<file path="config.mk">
export PLATFORM = sky130hd
export DESIGN_NAME = rgb2gray_stream_flat
export DESIGN_NICKNAME = d
export VERILOG_FILES = /design/src/rtl/rgb2gray_stream_pkg.sv /design/src/rtl/rgb2gray_stream_if.sv /design/src/rtl/rgb2gray_stream_frame_pos_counter.sv /design/src/rtl/rgb2gray_stream.sv /design/src/flat_wrapper.sv
export SDC_FILE = /design/constraint.sdc
export NUM_CORES = 1
export LEC_CHECK = 0
export CORE_UTILIZATION = 50
export DETAILED_ROUTE_END_ITERATION = 7
export GPL_ROUTABILITY_DRIVEN = 0
export GPL_TIMING_DRIVEN = 1
export PLACE_DENSITY = 0.73
export SLEW_MARGIN = 20
export SYNTH_ARGS = -nofsm -noshare
export SYNTH_HDL_FRONTEND = slang
export SYNTH_SLANG_ARGS = --single-unit
export TNS_END_PERCENT = 5
</file>
<file path="constraint.sdc">
create_clock -name i_clk -period 5.4 [get_ports i_clk]
set_input_delay 1.08 -clock i_clk [delete_from_list [all_inputs] [get_ports i_clk]]
set_output_delay 1.08 -clock i_clk [all_outputs]
set_load 0.05 [all_outputs]
</file>
<file path="src/rtl/rgb2gray_stream_pkg.sv">
// Shared image-pipeline constants: pixel widths, BT.601-style luma weights
// and a helper that sizes frame position counters.
package img_pkg;

    localparam int PIX_W  = 8;
    localparam int RGB_W  = 24;
    localparam int PROD_W = 16;

    localparam int Y_CR    = 77;
    localparam int Y_CG    = 150;
    localparam int Y_CB    = 29;
    localparam int Y_RND   = 128;
    localparam int Y_SHIFT = 8;

    // A 1-wide dimension still needs a 1-bit counter.
    function automatic int pos_w(input int n);
        return (n > 1) ? $clog2(n) : 1;
    endfunction

endpackage

</file>
<file path="src/rtl/rgb2gray_stream_if.sv">
// Pixel stream bundle: RGB in from the capture side, gray + end-of-frame out
// toward the equalizer.
interface rgb2gray_stream_if;
    import img_pkg::*;

    logic             i_valid;
    logic [RGB_W-1:0] i_rgb;
    logic             i_sof;
    logic             o_ready;
    logic             o_valid;
    logic [PIX_W-1:0] o_gray;
    logic             o_end;
    logic             i_ready;

    modport slave (
        input  i_valid, i_rgb, i_sof, i_ready,
        output o_ready, o_valid, o_gray, o_end
    );

    modport master (
        output i_valid, i_rgb, i_sof, i_ready,
        input  o_ready, o_valid, o_gray, o_end
    );

endinterface

</file>
<file path="src/rtl/rgb2gray_stream_frame_pos_counter.sv">
// Raster position tracker. i_force0 treats the current beat as pixel (0,0),
// both for o_last and for where the count continues after i_step.
import img_pkg::*;

module frame_pos_counter #(
    parameter int WIDTH  = 320,
    parameter int HEIGHT = 240
) (
    input  logic                     i_clk,
    input  logic                     i_rst,
    input  logic                     i_step,
    input  logic                     i_force0,
    output logic [pos_w(WIDTH)-1:0]  o_x,
    output logic [pos_w(HEIGHT)-1:0] o_y,
    output logic                     o_last
);

    localparam int X_W = pos_w(WIDTH);
    localparam int Y_W = pos_w(HEIGHT);
    localparam logic [X_W-1:0] X_MAX = X_W'(WIDTH - 1);
    localparam logic [Y_W-1:0] Y_MAX = Y_W'(HEIGHT - 1);

    logic [X_W-1:0] x_q, x_d, base_x;
    logic [Y_W-1:0] y_q, y_d, base_y;

    always_comb begin
        base_x = i_force0 ? '0 : x_q;
        base_y = i_force0 ? '0 : y_q;
        x_d    = x_q;
        y_d    = y_q;
        if (i_step) begin
            if (base_x == X_MAX) begin
                x_d = '0;
                y_d = (base_y == Y_MAX) ? '0 : base_y + Y_W'(1);
            end else begin
                x_d = base_x + X_W'(1);
                y_d = base_y;
            end
        end
    end

    assign o_last = (base_x == X_MAX) && (base_y == Y_MAX);
    assign o_x    = x_q;
    assign o_y    = y_q;

    always_ff @(posedge i_clk) begin
        if (i_rst) begin
            x_q <= '0;
            y_q <= '0;
        end else begin
            x_q <= x_d;
            y_q <= y_d;
        end
    end

endmodule

</file>
<file path="src/rtl/rgb2gray_stream.sv">
// RGB -> 8-bit luma front end for hist_eq_core: two-stage pipeline with a
// single global advance, internal frame tracking and sof-based resync.
import img_pkg::*;

module rgb2gray_stream #(
    parameter int WIDTH  = 320,
    parameter int HEIGHT = 240
) (
    input  logic               i_clk,
    input  logic               i_rst,
    rgb2gray_stream_if.slave   px,
    output logic               o_frame_done,
    output logic               o_sync_err
);

    localparam int X_W = pos_w(WIDTH);
    localparam int Y_W = pos_w(HEIGHT);

    function automatic logic [PIX_W-1:0] luma_round(input logic [PROD_W-1:0] sum);
        return PIX_W'(sum >> Y_SHIFT);
    endfunction

    logic              adv, up_xfer, dn_xfer, end_beat, pos_last, misaligned;
    logic [X_W-1:0]    pos_x;
    logic [Y_W-1:0]    pos_y;
    logic [PROD_W-1:0] sum_p1;

    logic              vld_p1_q, vld_p1_d, sof_p1_q, sof_p1_d;
    logic [PROD_W-1:0] r_p1_q, r_p1_d, g_p1_q, g_p1_d, b_p1_q, b_p1_d;
    logic              vld_p2_q, vld_p2_d, sof_p2_q, sof_p2_d;
    logic [PIX_W-1:0]  gray_p2_q, gray_p2_d;
    logic              frame_done_q, frame_done_d, sync_err_q, sync_err_d;

    always_comb begin
        adv        = !vld_p2_q || px.i_ready;
        up_xfer    = px.i_valid && adv && !i_rst;
        dn_xfer    = vld_p2_q && px.i_ready;
        end_beat   = vld_p2_q && pos_last;
        misaligned = sof_p2_q && ((pos_x != '0) || (pos_y != '0));
        sum_p1     = r_p1_q + g_p1_q + b_p1_q + PROD_W'(Y_RND);

        vld_p1_d  = vld_p1_q;
        sof_p1_d  = sof_p1_q;
        r_p1_d    = r_p1_q;
        g_p1_d    = g_p1_q;
        b_p1_d    = b_p1_q;
        vld_p2_d  = vld_p2_q;
        sof_p2_d  = sof_p2_q;
        gray_p2_d = gray_p2_q;

        if (adv) begin
            // Stage 1: weighted channel products
            vld_p1_d = up_xfer;
            sof_p1_d = up_xfer && px.i_sof;
            r_p1_d   = PROD_W'(px.i_rgb[23:16]) * PROD_W'(Y_CR);
            g_p1_d   = PROD_W'(px.i_rgb[15:8])  * PROD_W'(Y_CG);
            b_p1_d   = PROD_W'(px.i_rgb[7:0])   * PROD_W'(Y_CB);
            // Stage 2: rounded luma, the output register
            vld_p2_d = vld_p1_q;
            sof_p2_d = sof_p1_q;
            if (vld_p1_q) begin
                gray_p2_d = luma_round(sum_p1);
            end
        end

        frame_done_d = dn_xfer && end_beat;
        sync_err_d   = dn_xfer && misaligned;
    end

    // A sof pixel is always treated as (0,0); only a misplaced one is reported.
    frame_pos_counter #(
        .WIDTH  (WIDTH),
        .HEIGHT (HEIGHT)
    ) u_pos (
        .i_clk    (i_clk),
        .i_rst    (i_rst),
        .i_step   (dn_xfer),
        .i_force0 (sof_p2_q),
        .o_x      (pos_x),
        .o_y      (pos_y),
        .o_last   (pos_last)
    );

    always_ff @(posedge i_clk) begin
        if (i_rst) begin
            vld_p1_q     <= 1'b0;
            sof_p1_q     <= 1'b0;
            vld_p2_q     <= 1'b0;
            sof_p2_q     <= 1'b0;
            gray_p2_q    <= '0;
            frame_done_q <= 1'b0;
            sync_err_q   <= 1'b0;
        end else begin
            vld_p1_q     <= vld_p1_d;
            sof_p1_q     <= sof_p1_d;
            vld_p2_q     <= vld_p2_d;
            sof_p2_q     <= sof_p2_d;
            gray_p2_q    <= gray_p2_d;
            frame_done_q <= frame_done_d;
            sync_err_q   <= sync_err_d;
        end
    end

    always_ff @(posedge i_clk) begin
        r_p1_q <= r_p1_d;
        g_p1_q <= g_p1_d;
        b_p1_q <= b_p1_d;
    end

    assign px.o_ready   = adv && !i_rst;
    assign px.o_valid   = vld_p2_q;
    assign px.o_gray    = gray_p2_q;
    assign px.o_end     = end_beat;
    assign o_frame_done = frame_done_q;
    assign o_sync_err   = sync_err_q;

endmodule

</file>
<file path="src/flat_wrapper.sv">
// flat-port wrapper written by rule: the top's interface ports become plain ports
module rgb2gray_stream_flat 
#(
    parameter int WIDTH  = 320,
    parameter int HEIGHT = 240
)
  (i_clk, i_rst, o_frame_done, o_sync_err, px_i_valid, px_i_rgb, px_i_sof, px_i_ready, px_o_ready, px_o_valid, px_o_gray, px_o_end);
  rgb2gray_stream_if px_i ();
  input  logic i_clk;
  input  logic i_rst;
  output logic o_frame_done;
  output logic o_sync_err;
  input wire logic [$bits(px_i.i_valid)-1:0] px_i_valid;
  input wire logic [$bits(px_i.i_rgb)-1:0] px_i_rgb;
  input wire logic [$bits(px_i.i_sof)-1:0] px_i_sof;
  input wire logic [$bits(px_i.i_ready)-1:0] px_i_ready;
  output wire logic [$bits(px_i.o_ready)-1:0] px_o_ready;
  output wire logic [$bits(px_i.o_valid)-1:0] px_o_valid;
  output wire logic [$bits(px_i.o_gray)-1:0] px_o_gray;
  output wire logic [$bits(px_i.o_end)-1:0] px_o_end;
  assign px_i.i_valid = px_i_valid;
  assign px_i.i_rgb = px_i_rgb;
  assign px_i.i_sof = px_i_sof;
  assign px_i.i_ready = px_i_ready;
  assign px_o_ready = px_i.o_ready;
  assign px_o_valid = px_i.o_valid;
  assign px_o_gray = px_i.o_gray;
  assign px_o_end = px_i.o_end;
  rgb2gray_stream #(.WIDTH(WIDTH), .HEIGHT(HEIGHT)) u_core (.i_clk(i_clk), .i_rst(i_rst), .px(px_i), .o_frame_done(o_frame_done), .o_sync_err(o_sync_err));
endmodule
</file>
==> results by group, run 1 <==
Status
  – Status: finished clean

Synthesis
  – Syn Inst Count: about 690
  – Primary FF master, synth: edfxtp_1
  – Yosys cell types: between 50 and 60
  – Largest family of logic cells by synthesized area: adder cells
  – Syn Area/Cell: a little under 10 um^2
  – Synthesized cell area: about 6700 um^2
  – Yosys reg bits: 74
  – XOR/XNOR share of the synthesized area: 0.04714
  – Post-synth EDFFs: between 40 and 50
  – Seq/Total Area, Yosys: 0.2858
  – Post-Synth Adder-Cell Area: 0.3513
  – Synth Area in Simple Gates: 0.1102
  – Post-Syn Nets: 883
  – YS warnings: 0
  – Asr flop ratio synth: 0
  – Synth Area in Compound Gates: 0.1283
  – Post-synthesis mux area share: 0.001684

GRT
  – Largest net degree at the start of global routing: 47
  – Gr ovfl total: 0
  – Vias in the first global route: around 4700
  – First-pass GRT wire length: ~21000 um
  – Total Routing Usage GR: 0.1903
  – Initial antenna violation count: 0

Drt
  – Post-DRT Antenna Nets: 0
  – Via count: 4897
  – Total Routed Length: between 10000 and 15000 um
  – Via density: 5.387
  – Drt first pass iters: 5
  – Initial DRC count: 330
  – Post-route DRC: 0
  – Routed len/inst: 13.86 um

Cells and area
  – Layout cell share with drive strength beyond 1: 0.02985
  – Filler Cells Inserted: between 1000 and 1500
  – FF+latch area: approximately 1900 um^2
  – Nets: around 900
  – Core Util, Final: 0.5908
  – Highest-count cells in the layout ignoring fill and taps: ha_1, inv_1, a21oi_1
  – Layout area overhead: 13.28%
  – Antenna diodes: 0
  – Leading cell type in the layout, fill and taps excluded: ha_1
  – Area of the multi-input gates: ~4300 um^2

STA
  – Worst Clk Skew: about 0.0074 ns
  – Finish-stage setup viols: 0
  – Slew Limit Fails: 0
  – Crit path time final: about 4.7 ns
  – Setup TNS: 0 ns
  – Final Hold Fails: 0
  – F_max: 213.7 MHz
  – RSZ-0062 raised after global routing: no
  – Crit share post-route: 0.8664
  – Slew Limit Headroom: 0.4548
  – Slew @ Worst Pin: 0.8168 ns

Worst setup path
  – CP Launch Type: input port
  – Reg2reg path depth: 11
  – CP arrival: around 4.8 ns
  – Required @ worst endpoint: 5.48 ns
  – CP endpoint kind: register
  – Critical path class: input port to register
  – Critical-path maximum fanout: 4

Clocking
  – Worst-path clk slew: approximately 0.060 ns
  – H-Tree Depth: 3
  – CTS tree: built
  – Clk sinks: 74
  – Clk Latency, worst-skew pair: ~0.34 ns
  – Hold Buf Count CTS: 0
  – Post-CTS Resized: 0
  – Clk root buf: clkbuf_16
  – Clock buffer depth: 2
  – CTS Buf Count: 9
  – Setup bufs post-CTS: 0

Power
  – Peak supply drop: between 0.4 and 0.5 mV
  – P_leak: ~3.6 nW
  – Power per cell area: around 560 nW/um^2
  – Cell internal pwr: 0.002396 W
  – Part of the power in combinational logic: 0.665
  – Switching portion of total power: 0.4369
  – NetSw: roughly 0.0019 W
  – Flop pwr share: 0.196
  – Clock power frac: 0.139

Placement
  – Post-DP HPWL: roughly 10000 um
  – PortBufs: 41

Hold path
  – Hold path depth: 2
  – Worst hold path type: register to register

Job
  – MaxCap Viol Count: 0

Floorplanning
  – Die W: about 120 um
  – Core Area: 12820 um^2
  – Rows: 41
  – Die area: approximately 14000 um^2
  – DIE HEIGHT: 117.7 um
  – Initial Util: 0.5216
  – Io pins: 42
## power by group through the flow
stage                     clock (W)  combinational, W  sequential (W)
final                      0.000590           0.00283        0.000835
after detailed placement          0           0.00278        0.000850
after global routing       0.000625           0.00320        0.000851
after global placement            0           0.00270        0.000845
after CTS                  0.000603           0.00282        0.000838
after floorplan                   0           0.00217        0.000872
## worst paths after layout
| kind | endpoint | slack [ns] | startpoint |
|---|---|---|---|
| worst max-delay path | u_core.r_p1_q[14] | 0.72 | px_i_rgb[21] |
| worst min-delay path | u_core.px.o_gray[7] | 0.45 | u_core.px.o_gray[7] |
| worst max register to register | u_core.px.o_gray[6] | 2.13 | u_core.g_p1_q[3] |
| worst min register to register | u_core.px.o_gray[7] | 0.45 | u_core.px.o_gray[7] |
## synthesized netlist by cell type, types with 3 or more instances
cell type	n	area, um^2
a21o_1	11	82.58
a21oi_1	49	245.2
and3_1	5	31.28
clkbuf_1	7	26.28
dfxtp_1	31	620.6
edfxtp_1	43	1291
fa_1	38	760.7
ha_1	127	1589
inv_1	121	454.2
nand2_1	47	176.4
nand2b_1	4	25.02
nand3_1	8	40.04
nand3b_1	3	22.52
nand4_1	6	37.54
nor2_1	23	86.33
nor2b_1	9	56.30
nor3_1	7	35.03
nor3b_1	3	22.52
nor4_1	5	31.28
nor4b_1	3	26.28
o211ai_1	5	37.54
o21a_1	8	60.06
o21ai_0	38	190.2
o21bai_1	7	52.55
or3_1	6	37.54
xnor2_1	22	192.7
xor2_1	14	122.6
## final cells by class
cell class | count | area share
Inverter | 121 | 0.05994
Clock buffer | 15 | 0.03864
Sequential cell | 74 | 0.2523
Multi-Input combinational cell | 483 | 0.5637
Clock inverter | 1 | 0.0008256
Timing Repair Buffer | 43 | 0.05614
Tap cell | 172 | 0.02840
## metal layers
layer / track usage / routed length, um / part of all wire / up-vias
met4: 0.06891 / 282 / 0.022 / 0
li1: - / - / - / 2472
met5: 0 / 0 / 0 / -
met1: 0.2449 / 5904 / 0.47 / 2317
met3: 0.03682 / 365 / 0.029 / 22
met2: 0.3169 / 6049 / 0.48 / 86
## stage by stage
step                cell area [um^2]  setup WS, ns  power [W]  instances  hold WS, ns
finish                          7577        0.7215   0.004254        909       0.4517
global route                    7577        0.6195   0.004673        909       0.4801
CTS                             7577        0.7829   0.004264        909       0.4559
detailed placement              7278        0.4901   0.003634        893       0.4434
global placement                7278        0.6389   0.003541        893       0.4394
floorplan                       6689         1.300   0.003038        689       0.4321
## cell families (layout without fill, tap and decap cells)
family          count (synthesis)  in the layout
xor+xnor                       36             36
compound gates                141            141
flops                          74             74
simple gates                  140            140
buf+inv                       132            180
fa+ha+maj                     165            165
mux                             1              1
## state kept, by name, indices dropped and copies added (netlist names)
| signal | cells |
|---|---|
| u_core.g_p1_q | 15 |
| u_core.r_p1_q | 15 |
| u_core.b_p1_q | 13 |
| u_core.u_pos.o_x | 9 |
| u_core.px.o_gray | 8 |
| u_core.u_pos.o_y | 8 |
| u_core.o_frame_done | 1 |
| u_core.o_sync_err | 1 |
| u_core.px.o_valid | 1 |
| u_core.sof_p1_q | 1 |
| u_core.sof_p2_q | 1 |
| u_core.vld_p1_q | 1 |
## worst max-delay path, cell delays in order
cell and delay, ns:
clkdlybuf4s50_1 0.57, ha_1 0.28, ha_1 0.31, inv_1 0.06, fa_1 0.51, fa_1 0.52
inv_1 0.04, ha_1 0.34, a21oi_1 0.23, o21a_1 0.17, o31a_1 0.18, o21ai_0 0.13
o21ai_0 0.23, a21oi_1 0.10
(Power assumes the default switching activity.)
==> run 2: changes to the inputs <==
Settings changed: CTS_BUF_LIST from default to sky130_fd_sc_hd__clkbuf_8.
==> run 2 against run 1 <==
  * Die area stayed put
  * Global-route usage is 0.080 points lower
  * Critical path depth is the same
  * Largest power group unchanged
  * Sequential share of layout area rose by 0.34 points
==> results by group, run 2 (synthesis results as in run 1) <==
Power
  – Overall Power: 0.004096 W (was 0.004254 W)
  – Power per cell area: 547.8 nW/um^2 (was 561.4 nW/um^2)
  – P_leak: 3.594 nW (was 3.629 nW)
  – Peak supply drop: 0.4772 mV (was 0.4819 mV)

Clocking
  – H-Tree Depth: 3 (unchanged)
  – Hold Buf Count CTS: 0 (unchanged)
  – Worst-path clk slew: 0.08 ns (was 0.06 ns)
  – Post-CTS Resized: 0 (unchanged)
  – Clk sinks: 74 (unchanged)
  – CTS Buf Count: 9 (unchanged)
  – Setup bufs post-CTS: 0 (unchanged)
  – CTS tree: built (unchanged)
  – Clock buffer depth: 2 (unchanged)
  – Clk Latency, worst-skew pair: 0.37 ns (was 0.34 ns)
  – Clk root buf: clkbuf_8 (was clkbuf_16)

Placement
  – Placed Cells: 893 (unchanged)
  – Post-DP HPWL: 10170 um (unchanged)
  – Placement Setup Slack: 0.4901 ns (unchanged)
  – Placed cell area: 7278 um^2 (unchanged)
  – PortBufs: 41 (unchanged)

STA
  – Setup slack after layout: 0.8100 ns (was 0.7215 ns)
  – Slew Limit Fails: 0 (unchanged)
  – Slew @ Worst Pin: 0.7965 ns (was 0.8168 ns)
  – Final Hold Fails: 0 (unchanged)
  – Slew Limit Headroom: 0.4683 (was 0.4548)
  – Setup TNS: 0 ns (unchanged)
  – RSZ-0062 raised after global routing: no (unchanged)
  – Worst Clk Skew: 0.01150 ns (was 0.007379 ns)
  – Finish-stage setup viols: 0 (unchanged)
  – Crit share post-route: 0.8500 (was 0.8664)
  – Crit path time final: 4.590 ns (was 4.679 ns)
  – F_max: 217.9 MHz (was 213.7 MHz)

Cells and area
  – Highest-count cells in the layout ignoring fill and taps: ha_1, inv_1, a21oi_1 (unchanged)
  – Finished Cell Area: 7477 um^2 (was 7577 um^2)
  – Nets: 926 (unchanged)
  – Post-Layout Cell Count: 909 (unchanged)
  – Area of the multi-input gates: 4272 um^2 (unchanged)
  – Largest regs: u_core.g_p1_q x15, u_core.r_p1_q x15, u_core.b_p1_q x13 (unchanged)
  – Antenna diodes: 0 (unchanged)
  – Layout cell share with drive strength beyond 1: 0.02849 (was 0.02985)
  – Layout area overhead: 11.78% (was 13.28%)
  – Filler Cells Inserted: 1093 (was 1087)
  – FF+latch area: 1912 um^2 (unchanged)
  – Leading cell type in the layout, fill and taps excluded: ha_1 (unchanged)

GRT
  – Initial antenna violation count: 0 (unchanged)
  – Vias in the first global route: 4687 (was 4749)
  – Total Routing Usage GR: 0.1895 (was 0.1903)
  – First-pass GRT wire length: 21250 um (was 21470 um)
  – Largest net degree at the start of global routing: 47 (unchanged)
  – Gr ovfl total: 0 (unchanged)

Drt
  – Routed len/inst: 13.77 um (was 13.86 um)
  – Via density: 5.397 (was 5.387)
  – Drt first pass iters: 4 (was 5)
  – Initial DRC count: 265 (was 330)
  – Via count: 4906 (was 4897)
  – Total Routed Length: 12520 um (was 12600 um)
  – Post-DRT Antenna Nets: 0 (unchanged)
  – Post-route DRC: 0 (unchanged)

Job
  – MaxCap Viol Count: 0 (unchanged)

Worst setup path
  – Critical-path maximum fanout: 4 (unchanged)
  – Critical path class: input port to register (unchanged)
  – CP arrival: 4.71 ns (was 4.76 ns)
  – CP endpoint kind: register (unchanged)
  – Required @ worst endpoint: 5.52 ns (was 5.48 ns)
  – CP Launch Type: input port (unchanged)

Floorplanning
  – Initial Util: 0.5216 (unchanged)
  – Core Area: 12820 um^2 (unchanged)
  – Rows: 41 (unchanged)
  – DIE HEIGHT: 117.7 um (unchanged)
  – Io pins: 42 (unchanged)
  – Die area: 13840 um^2 (unchanged)
  – Die W: 117.7 um (unchanged)

Status
  – Status: finished clean (unchanged)

Hold path
  – Worst hold path type: register to register (unchanged)
## run 2: area by class of cell
type / count / share of cell area
sequential: 74 / 0.2557
clock buffer: 11 / 0.02025
timing repair buffer: 43 / 0.05689
multi-input combinational: 483 / 0.5713
tap: 172 / 0.02878
inverter: 121 / 0.06074
clock inverter: 5 / 0.006359
## run 2: power breakdown
part           switching, W  internal (W)  leakage (nW)
Clock              0.000208      0.000234         0.114
Sequential        0.0000515      0.000782         0.705
Combinational       0.00158       0.00124          2.78
## run 2: per-layer routing
layer / GRT usage / routed length [um] / up-vias
met5: 0 / 0 / -
met4: 0.06651 / 213 / 0
met3: 0.03876 / 443 / 19
met2: 0.3169 / 6015 / 93
met1: 0.2422 / 5844 / 2327
li1: - / - / 2467
## run 2: stage by stage
| stage | hold slack, ns | utilization |
|---|---|---|
| after floorplan | 0.4321 | - |
| after global placement | 0.4394 | 0.5675 |
| after detailed placement | 0.4434 | 0.5675 |
| after CTS | 0.4600 | 0.5830 |
| after global routing | 0.4847 | 0.5830 |
| final | 0.4557 | 0.5830 |
## run 2: path summary, 6_finish.rpt
path	startpoint	endpoint	slack (ns)	cells past startpoint
worst min register to register	u_core.px.o_gray[7]	u_core.px.o_gray[7]	0.46	2
worst max-delay path	px_i_rgb[21]	u_core.r_p1_q[14]	0.81	14
worst min-delay path	u_core.px.o_gray[7]	u_core.px.o_gray[7]	0.46	2
worst max register to register	u_core.g_p1_q[3]	u_core.px.o_gray[6]	2.13	11
## run 2: worst max-delay path: stages
cell	delay, ns
clkdlybuf4s50_1	0.57
ha_1	0.28
ha_1	0.31
inv_1	0.06
fa_1	0.51
fa_1	0.52
inv_1	0.04
ha_1	0.34
a21oi_1	0.19
o21a_1	0.14
o31a_1	0.18
o21ai_0	0.14
o21ai_0	0.25
a21oi_1	0.10
==> run 3: changes to the inputs <==
Settings changed: CORE_UTILIZATION 50 to 55, PLACE_DENSITY 0.73 to 0.79, SETUP_SLACK_MARGIN from default to 0.5.
==> run 3 against run 2 <==
  * The flow now finishes with violations (design-rule violations)
  * Utilization up 5.7 points
  * Wire length up 1.2%
  * Critical endpoint unchanged
  * Maximum frequency up 1.1%
  * Critical path depth unchanged
  * Largest power group unchanged
==> results by group, run 3 (synthesis results as in run 1) <==
Cells and area
  – Layout area overhead: 11.17% (was 11.78%)
  – Highest-count cells in the layout ignoring fill and taps: ha_1, inv_1, a21oi_1 (unchanged)
  – Largest regs: u_core.g_p1_q x15, u_core.r_p1_q x15, u_core.b_p1_q x13 (unchanged)
  – Leading cell type in the layout, fill and taps excluded: ha_1 (unchanged)
  – Nets: 926 (unchanged)
  – Layout cell share with drive strength beyond 1: 0.03121 (was 0.02849)
  – Antenna diodes: 0 (unchanged)
  – Post-Layout Cell Count: 880 (was 909)

Floorplanning
  – Rows: 39 (was 41)
  – Initial Util: 0.5760 (was 0.5216)
  – Core Area: 11610 um^2 (was 12820 um^2)
  – DIE HEIGHT: 112.3 um (was 117.7 um)
  – Die area: 12610 um^2 (was 13840 um^2)
  – Io pins: 42 (unchanged)
  – Die W: 112.3 um (was 117.7 um)

Drt
  – Post-route DRC: 2 (was 0)
  – Via count: 4920 (was 4906)
  – Initial DRC count: 358 (was 265)
  – Via density: 5.591 (was 5.397)
  – Drt first pass iters: 7 (was 4)
  – Post-DRT Antenna Nets: 0 (unchanged)
  – Total Routed Length: 12670 um (was 12520 um)
  – Routed len/inst: 14.40 um (was 13.77 um)

Worst setup path
  – Slowest CP cell: clkdlybuf4s50_1 (unchanged)
  – CP arrival: 4.65 ns (was 4.71 ns)
  – Max stage delay on crit path: 0.56 ns (was 0.57 ns)
  – CP Launch Type: input port (unchanged)
  – Reg-to-reg setup timing slack: 2.07 ns (was 2.13 ns)
  – Critical-path maximum fanout: 4 (unchanged)
  – Required @ worst endpoint: 5.51 ns (was 5.52 ns)
  – Cell chain of the critical path: clkdlybuf4s50_1 -> ha_1 -> ha_1 -> inv_1 -> fa_1 -> fa_1 -> inv_1 -> ha_1 -> a21oi_1 -> o21a_1 -> o31a_1 -> o21ai_0 -> o21ai_0 -> a21oi_1 (unchanged)
  – CP top delay family: adder cells (unchanged)
  – Critical path class: input port to register (unchanged)
  – CP dominant cell by count: ha_1 (unchanged)
  – CP endpoint kind: register (unchanged)
  – Crit path buf inv count: 3 (unchanged)

Clocking
  – Clk sinks: 74 (unchanged)
  – Setup bufs post-CTS: 0 (unchanged)
  – Clk Latency, worst-skew pair: 0.37 ns (about the same)
  – CTS Buf Count: 9 (unchanged)
  – CTS tree: built (unchanged)
  – Worst-path clk slew: 0.08 ns (about the same)
  – Clock buffer depth: 2 (unchanged)
  – Clk root buf: clkbuf_8 (unchanged)
  – H-Tree Depth: 3 (unchanged)
  – Post-CTS Resized: 0 (unchanged)
  – Hold Buf Count CTS: 0 (unchanged)

Power
  – Peak supply drop: 0.4309 mV (was 0.4772 mV)
  – P_leak: 3.581 nW (was 3.594 nW)
  – Power per cell area: 557.5 nW/um^2 (was 547.8 nW/um^2)

Job
  – MaxCap Viol Count: 0 (unchanged)

Placement
  – PortBufs: 41 (unchanged)
  – Placed Cells: 864 (was 893)
  – Post-DP HPWL: 10290 um (was 10170 um)
  – Placement Setup Slack: 0.5378 ns (was 0.4901 ns)

Status
  – Violated checks: design-rule violations
  – Status: complete, but fails checks (was finished clean)

STA
  – Setup TNS: 0 ns (unchanged)
  – Setup slack after layout: 0.8580 ns (was 0.8100 ns)
  – Finish-stage setup viols: 0 (unchanged)
  – Crit share post-route: 0.8411 (was 0.8500)
  – Worst Clk Skew: 0.01074 ns (was 0.01150 ns)
  – Slew Limit Headroom: 0.4684 (was 0.4683)
  – Slew @ Worst Pin: 0.7963 ns (was 0.7965 ns)
  – Final Hold Fails: 0 (unchanged)
  – Final hold slack: 0.4595 ns (was 0.4557 ns)
  – Crit path time final: 4.542 ns (was 4.590 ns)
  – Slew Limit Fails: 0 (unchanged)
  – F_max: 220.2 MHz (was 217.9 MHz)
  – RSZ-0062 raised after global routing: no (unchanged)

GRT
  – Total Routing Usage GR: 0.2189 (was 0.1895)
  – Vias in the first global route: 4858 (was 4687)
  – Initial antenna violation count: 0 (unchanged)
  – Largest net degree at the start of global routing: 47 (unchanged)
  – First-pass GRT wire length: 21960 um (was 21250 um)
  – Gr ovfl total: 0 (unchanged)

Hold path
  – Worst hold path type: register to register (unchanged)
[run 3: cell count changes in the layout (fill, tap and decap cells not counted), sizes merged]
| cell | previous run | this run |
|---|---|---|
| inv | 124 | 123 |
| clkinv | 1 | 3 |
| clkbuf | 11 | 9 |
| clkinvlp | 0 | 1 |
[run 3: cell type report]
type | instances | area (um^2)
fill | 949 | 4178
tap | 143 | 178.9
sequential | 74 | 1912
multi-input combinational | 483 | 4272
clock inverter | 7 | 70.07
timing repair buffer | 43 | 425.4
inverter | 121 | 454.2
clock buffer | 9 | 123.9
[run 3: through the flow]
| step | total power, W | instance area [um^2] | utilization |
|---|---|---|---|
| 2_1_floorplan | 0.003038 | 6689 | - |
| 3_3_place_gp | 0.003523 | 7242 | 0.6236 |
| 3_5_place_dp | 0.003685 | 7242 | 0.6236 |
| 4_1_cts | 0.004138 | 7436 | 0.6403 |
| 5_1_grt | 0.004587 | 7436 | 0.6403 |
| 6_report | 0.004145 | 7436 | 0.6403 |
[run 3: routing by layer]
layer  global-route usage  share of wire
met1               0.2729           0.44
met3              0.03888          0.042
met5                    0              0
met4              0.08711          0.023
met2               0.3772           0.49
[run 3: report_power, final]
part           total (W)  internal [W]  switching, W
combinational    0.00288       0.00125       0.00163
clock           0.000428      0.000212      0.000216
sequential      0.000835      0.000782     0.0000531
total            0.00415       0.00225       0.00190
[run 3: final timing paths]
kind	from	end	depth (start not counted)
setup / recovery	px_i_rgb[21]	u_core.r_p1_q[14]	14
hold / removal	u_core.px.o_gray[1]	u_core.px.o_gray[1]	2
setup reg to reg	u_core.g_p1_q[3]	u_core.px.o_gray[6]	11
hold reg to reg	u_core.px.o_gray[1]	u_core.px.o_gray[1]	2
[run 3: worst min-delay path: stages (launching register included)]
cell and delay [ns]:
dfxtp_1 0.33, nand2_1 0.04, o21ai_0 0.06
==> variant, RTL diff (flow settings as in run 1) <==
`HEIGHT` is set to 240 in 3 places; all go to 480.
--- a/src/rtl/rgb2gray_stream_frame_pos_counter.sv
+++ b/src/rtl/rgb2gray_stream_frame_pos_counter.sv
@@ -4,7 +4,7 @@
 
 module frame_pos_counter #(
     parameter int WIDTH  = 320,
-    parameter int HEIGHT = 240
+    parameter int HEIGHT = 480
 ) (
     input  logic                     i_clk,
     input  logic                     i_rst,
--- a/src/rtl/rgb2gray_stream.sv
+++ b/src/rtl/rgb2gray_stream.sv
@@ -4,7 +4,7 @@
 
 module rgb2gray_stream #(
     parameter int WIDTH  = 320,
-    parameter int HEIGHT = 240
+    parameter int HEIGHT = 480
 ) (
     input  logic               i_clk,
     input  logic               i_rst,
--- a/src/flat_wrapper.sv
+++ b/src/flat_wrapper.sv
@@ -2,7 +2,7 @@
 module rgb2gray_stream_flat 
 #(
     parameter int WIDTH  = 320,
-    parameter int HEIGHT = 240
+    parameter int HEIGHT = 480
 )
   (i_clk, i_rst, o_frame_done, o_sync_err, px_i_valid, px_i_rgb, px_i_sof, px_i_ready, px_o_ready, px_o_valid, px_o_gray, px_o_end);
   rgb2gray_stream_if px_i ();
Behaviour: no difference found for any inputs over 4 cycles, from zero or initial values and one cycle with i_rst high; that may be too few to reach the edited logic, so the function may still have changed.
==> variant against run 1 <==
Clock power is 11% higher; sequential cell count is 1 higher; setup slack lost 16 ps; count of clock-buffer cells in the layout fell by 1; design area barely moved; power down 8.2%; worst hold slack gained 4.5 ps; area after synthesis down 0.65%; routed wire length down 4.5%.
==> variant: results (changes against run 1) <==
First-pass DRT Iterations=4 (was 5); dpl ws=375 ps (was 490 ps); worst vdd ir=0.392 mV (was 0.482 mV); clk slew on worst S/H paths=60 ps (about the same); post-synthesis mux area share=0 (was 0.00168); Total GRT Usage=0.194 (was 0.190); status=complete, no violations (unchanged); sequential fraction of the synthesis area=0.291 (was 0.286); internal power=2.28 mW (was 2.40 mW); clock buffer depth=2 (unchanged); nets=916 (was 926); post-placement cell count=883 (was 893); Worst Hold Depth=2 (unchanged); Synth top cells by count=ha_1 (127), inv_1 (117), edfxtp_1 (43), a21oi_1 (38), fa_1 (38) (was ha_1 (127), inv_1 (121), a21oi_1 (49), nand2_1 (47), edfxtp_1 (43)); Main synth FF type=edfxtp_1 (unchanged); worst endpoint data arrival time=4790 ps (was 4760 ps); initial DRC count=276 (was 330); WL/cell=13.4 um (was 13.9 um); placed cell areas=7250 um2 (was 7280 um2); Least-Margin Pin Slew=660 ps (was 817 ps); Post-Synth XOR/XNOR Area=0.0435 (was 0.0471); Netlist cell types=55 (was 56); Final Skew=4.87 ps (was 7.38 ps); DR vias=4776 (was 4897); pin count of the biggest net entering global routing=47 (unchanged); Leak=3.65 nW (was 3.63 nW); vias in the first global route=4694 (was 4749); Post-Synthesis Cells=678 (was 689); Hold EP=u_core.sof_p1_q (was u_core.px.o_gray[7]); HPWL Detailed=9790 um (was 10200 um); most area-consuming cells after synthesis=ha_1 (24%), edfxtp_1 (19%), fa_1 (11%) (unchanged); Yosys warning count=0 (unchanged); hold slack=456 ps (was 452 ps); Synth Area in Compound Gates=0.119 (was 0.128); post-synth net total=872 (was 883); DRT Wirelength=12000 um (was 12600 um); Post-Synth Adder-Cell Area=0.354 (was 0.351); Antenna Cells=0 (unchanged); layout cell share with drive strength beyond 1=0.0358 (was 0.0299); Critical R2R Launch=u_core.g_p1_q[6] (was u_core.g_p1_q[3]); first-pass GRT wire length=20700 um (was 21500 um); startpoint of the worst hold path=u_core.sof_p1_q (was u_core.px.o_gray[7])
[variant: changes by cell type after synthesis, sizes merged, moves of 11 or more]
cell | run 1 | this run
o21ai | 38 | 27
nor2 | 23 | 34
a21oi | 49 | 38
nand2 | 47 | 36
[variant: worst max-delay path by stage]
stage,startpoint,end,slack (ps)
finish,px_i_rgb[14],u_core.g_p1_q[14],710
floorplan,px_i_rgb[12],u_core.g_p1_q[14],1120
detailed placement,px_i_rgb[14],u_core.g_p1_q[14],380
CTS,px_i_rgb[14],u_core.g_p1_q[14],720
global route,px_i_rgb[14],u_core.g_p1_q[14],460
global placement,px_i_rgb[14],u_core.g_p1_q[14],440
[variant: kinds of logic after synthesis]
| logic type | after synthesis |
|---|---|
| XOR/XNOR | 33 |
| adder cells (fa/ha/maj) | 165 |
| AND/OR/NAND/NOR | 153 |
| flip-flops | 75 |
| AO/OA/AOI/OAI | 123 |
| buffers and inverters | 129 |
[variant: final cells by class]
class                      instances  area [um2]
fill                            1048        5190
multi-input combinational        474        4220
sequential                        75        1930
timing repair buffer              45         440
inverter                         117         439
clock buffer                      14         297
tap                              172         215
clock inverter                     2        36.3
[variant: critical path, delay by kind of cell]
family	cells	cell delay (ps)
AOI/OAI and AO/OA	5	1070
buffers and inverters	3	670
xor gates and xnor gates	1	80
adders and majority gates	5	1890
[variant: metal layers]
layer / up-vias / track usage / wire length [um]
li1: 2432 / - / -
met1: 2251 / 0.240 / 5500
met2: 78 / 0.338 / 5990
met3: 15 / 0.0371 / 365
met4: 0 / 0.0675 / 182
met5: - / 0 / 0
[variant: power by group through the flow]
stage                     combinational [mW]  clock, mW  sequential, mW
after floorplan                         1.83          0           0.889
after global placement                  2.28          0           0.855
after detailed placement                2.40          0           0.858
after CTS                               2.43      0.665           0.847
after global routing                    2.75      0.692           0.861
final                                   2.41      0.653           0.845
